$ cat config.mk
export PLATFORM = sky130hd
export DESIGN_NAME = ysyx_23060203_inst_queue
export DESIGN_NICKNAME = d
export VERILOG_FILES = /design/src/rtl/ysyx_23060203_inst_queue.sv
export SDC_FILE = /design/constraint.sdc
export NUM_CORES = 1
export LEC_CHECK = 0
export CAP_MARGIN = 20
export CELL_PAD_IN_SITES_DETAIL_PLACEMENT = 0
export CELL_PAD_IN_SITES_GLOBAL_PLACEMENT = 1
export CORE_MARGIN = 2
export CORE_UTILIZATION = 43
export DETAILED_ROUTE_END_ITERATION = 8
export PLACE_DENSITY_LB_ADDON = 0.1
export SYNTH_ARGS = -nofsm -noshare
export SYNTH_HDL_FRONTEND = slang
export SYNTH_SLANG_ARGS = --single-unit
export TNS_END_PERCENT = 5
$ cat constraint.sdc
create_clock -name clock -period 4 [get_ports clock]
set_input_delay 0.8 -clock clock [delete_from_list [all_inputs] [get_ports clock]]
set_output_delay 0.8 -clock clock [all_outputs]
set_load 0.01 [all_outputs]
$ cat src/rtl/ysyx_23060203_inst_queue.sv
`default_nettype none
// ============================================================================
// Module      : ysyx_23060203_inst_queue
// Description : In-order instruction queue between fetch and decode. Accepts
//               {pc,inst} pairs over valid/ready, buffers up to DEPTH entries
//               and presents the oldest one to decode. A flush empties the
//               queue in a single cycle.
// Revision    : 1.0 - initial release
// ============================================================================
module ysyx_23060203_inst_queue #(
  parameter int DEPTH = 4,
  parameter int AW    = 2
) (
  input  logic          clock,
  input  logic          reset,      // asynchronous, active-low
  input  logic          flush,
  input  logic          in_valid,
  output logic          in_ready,
  input  logic [31:0]   in_pc,
  input  logic [31:0]   in_inst,
  output logic          out_valid,
  input  logic          out_ready,
  output logic [31:0]   out_pc,
  output logic [31:0]   out_inst,
  output logic [AW:0]   count
);

  localparam logic [AW:0] PTR_ONE = {{AW{1'b0}}, 1'b1};

  // Pointers carry one extra wrap bit so full and empty are distinguishable.
  logic [AW:0] wr_ptr;
  logic [AW:0] rd_ptr;
  logic        alive;        // low during reset and until the first edge after it
  logic        empty;
  logic        full;
  logic        push;
  logic        pop;
  logic [63:0] mem [DEPTH];
  logic [63:0] head;

  // Occupancy flags and handshakes; in_ready deliberately ignores out_ready
  // so there is no combinational path from decode back to fetch.
  always_comb begin
    empty     = (wr_ptr == rd_ptr);
    full      = (wr_ptr[AW] != rd_ptr[AW]) &&
                (wr_ptr[AW-1:0] == rd_ptr[AW-1:0]);
    in_ready  = alive & ~full & ~flush;
    out_valid = ~empty & ~flush;
    push      = in_valid & in_ready;
    pop       = out_valid & out_ready;
    count     = wr_ptr - rd_ptr;
  end

  // Head entry is read straight out of the array (no output register).
  always_comb begin
    head     = mem[rd_ptr[AW-1:0]];
    out_pc   = head[63:32];
    out_inst = head[31:0];
  end

  // Storage array: written on push only, never reset.
  always_ff @(posedge clock) begin
    if (push) begin
      mem[wr_ptr[AW-1:0]] <= {in_pc, in_inst};
    end
  end

  // Pointer and start-up state. Flush wins over everything: the read pointer
  // jumps to the write pointer, discarding all buffered entries.
  always_ff @(posedge clock or negedge reset) begin
    if (!reset) begin
      wr_ptr <= '0;
      rd_ptr <= '0;
      alive  <= 1'b0;
    end else begin
      alive <= 1'b1;
      if (flush) begin
        rd_ptr <= wr_ptr;
      end else begin
        if (push) begin
          wr_ptr <= wr_ptr + PTR_ONE;
        end
        if (pop) begin
          rd_ptr <= rd_ptr + PTR_ONE;
        end
      end
    end
  end

endmodule
`default_nettype wire

==> impl_results.md <==
* Worst Max-Slew Pin Slew at 0.6907 ns
* CP max FO at 16
* Routed WL at 18570 µm
* Overall Power at 8.536 mW
* Maxcap violations at 0
* WS Path Type: flop to output port
* Vias at 4515
* CTS Buffer Depth at 3
* Area of placed instances at 11610 µm²
* Count of different cell masters after synthesis at 33
* Setup TNS at 0 ns
* Largest net degree at the start of global routing at 46
* Synthesized area at 9801 µm²
* Pre-antenna DRT Iters at 4
* DRT iter0 DRCs at 270
* Hold Slack at 0.5146 ns
* Worst VDD drop at 0.4422 mV
* Register area share after synthesis at 80.22%
* Die height at 155.0 µm
* Initial Util at 43.55%
* Final setup viols at 0
* Post-route DRC at 0
* Yosys top cell area share at 78.44%
* Crit path required time at 3.20 ns
* Area of the core at 22500 µm²
* Hold path depth at 1
* Area growth syn-to-layout at 27.89%
* Worst rel slew slack at 53.96%
* Worst Skew at 0.01065 ns
* Post-Place Worst Slack at 0.6682 ns
* # IOs at 138
* Clk_lat worst skew at 0.53 ns
* # hold bufs at CTS at 0
* Post-synthesis register bit count at 263
* Arrival time worst endpoint at 2.65 ns
* Gr usage total at 15.75%
* RSZ-0062 raised after global routing: false
* Crit path cell chain: buf_4, mux4_2, clkdlybuf4s50_1
* Post-cts resize count at 0
* Post-CTS setup buffers at 0
* Fill count at 1677
* DRT antenna net count at 0
* Area contributors post-synth: edfxtp_1 78%, mux4_2 15%, dfrtp_1 1.8%, ha_1 0.89%, buf_6 0.57%
* Synth Flop Type: edfxtp_1
* Gpl congestion at 0.7571
* Final nets at 635
* GR Overflow Total at 0
* Layout cells sized above 1 at 22.24%
* Clk root buf: clkbuf_16
* Vias in the first global route at 4884
* Critical-path top delay cell: dfrtp_4
* Synth Area per Inst at 24.87 µm²
* Hold/Removal Path Class: flop to flop
* Endpoint type of the worst setup path: output port
* CTS tree: done
* Worst path max stage delay at 0.61 ns
* Leakage at 4.069 nW
* DIE WIDTH at 155.0 µm
* DIE AREA at 24020 µm²
* Synth area leader: edfxtp_1
* Fmax at 290.2 MHz
* CP Launch Type: flop
* Dpl hpwl at 11400 µm
* Antenna violations before repair at 0
* First-pass GRT wire length at 28520 µm
* Buffers on Ports at 137
* PnR worst setup slack at 0.5547 ns
* Tmin final at 3.445 ns
* Synth warn at 0
* Path depth of the worst reg2reg path at 4
* CTS H-tree lvls at 1
* Finished Layout Cells at 865
* PD cells at 681.0 nW/µm²
* Fin util at 55.70%
* Status: finished clean
* Syn nets at 471
* Asr flop ratio synth at 2.662%
* Hold Vio Cnt, Final at 0
* DR WL/cell at 21.47 µm
* Gate Count Post-Synth at 394
* Clock transition at path regs at 0.06 ns
* CTS buffer count at 28
* Design area at 12530 µm²
* FP Rows at 55
* Tcrit/Tclk final at 86.13%
* Fin. max-slew vios at 0
* Vias/cell at 5.220
* CTS Sinks at 263
* Post-synth EDFFs at 256
* Antenna cells at 0
* Cells after DPL at 813
-- layer usage --
metal | track usage (%) | vias to the layer above | share of wire [%]
li1 | - | 2012 | -
met1 | 20.47 | 2345 | 42
met2 | 27.17 | 132 | 50
met3 | 3.621 | 26 | 5.7
met4 | 3.880 | 0 | 1.6
met5 | 0 | - | 0
-- sequential cells by signal, indices dropped and copies added (netlist names) --
register  flops
mem         256
rd_ptr        3
wr_ptr        3
alive         1
-- layout make-up --
type / count / area, µm² / area share [%]
sequential: 263 / 7868 / 62.77
multi-input combinational: 106 / 1805 / 14.40
timing repair buffer: 151 / 1551 / 12.38
clock buffer: 31 / 733.2 / 5.849
tap: 285 / 356.6 / 2.845
clock inverter: 21 / 190.2 / 1.517
inverter: 8 / 30.03 / 0.2396
-- worst paths after layout --
| kind | end | slack [ns] | start |
|---|---|---|---|
| setup / recovery | out_pc[25] | 0.55 | rd_ptr[0]$_DFFE_PN0P_ |
| hold reg to reg | wr_ptr[2]$_DFFE_PN0P_ | 0.51 | wr_ptr[2]$_DFFE_PN0P_ |
| min in group asynchronous | rd_ptr[2]$_DFFE_PN0P_ | 0.56 | reset |
| setup reg to reg | mem[1][40]$_DFFE_PP_ | 1.29 | rd_ptr[0]$_DFFE_PN0P_ |
| max in group asynchronous | rd_ptr[0]$_DFFE_PN0P_ | 3.11 | reset |
| hold / removal | wr_ptr[2]$_DFFE_PN0P_ | 0.51 | wr_ptr[2]$_DFFE_PN0P_ |
-- cell usage after synthesis (3+ instances only) --
cell      count
edfxtp_1    256
buf_4         3
nand2_1       3
and2_1        3
nor2_1        4
inv_1         8
buf_2         7
nand3_1       3
mux4_2       64
ha_1          7
dfrtp_1       7
buf_6         5
-- logic make-up after synthesis --
logic type / count (synthesis) / synth area share, %
flip-flops: 263 / 80.22
buffers and inverters: 25 / 1.545
multiplexers: 65 / 14.82
AND/OR/NAND/NOR: 18 / 1.034
XOR/XNOR: 4 / 0.3575
other: 1 / 0.03826
AO/OA/AOI/OAI: 10 / 0.8810
adder cells (fa/ha/maj): 8 / 1.098
-- critical path: cells and delay by family, from the launching register on --
kind	cells	cell delay (ns)
flops	1	0.61
mux	1	0.54
buf+inv	2	0.96
-- where the power goes --
part	switching (mW)	leakage, nW	internal [mW]	total, mW
combinational	1.19	1.22	1.49	2.67
sequential	0.101	2.39	3.23	3.33
clock	1.02	0.458	1.51	2.53
-- cells in the final DEF (no fill, tap or decap), types with 2 or more instances in the layout --
cell               n
edfxtp_1         256
clkdlybuf4s50_1  137
mux4_2            64
clkbuf_16         29
clkinv_2           9
inv_1              8
buf_4              8
ha_1               7
clkinv_1           6
buf_12             6
dfrtp_1            5
nor2_1             4
and2_4             3
nand2_1            3
nand3_1            3
bufinv_16          3
xor2_1             2
xnor2_1            2
clkbuf_1           2
Note: power is estimated with default switching activity, not from simulation.
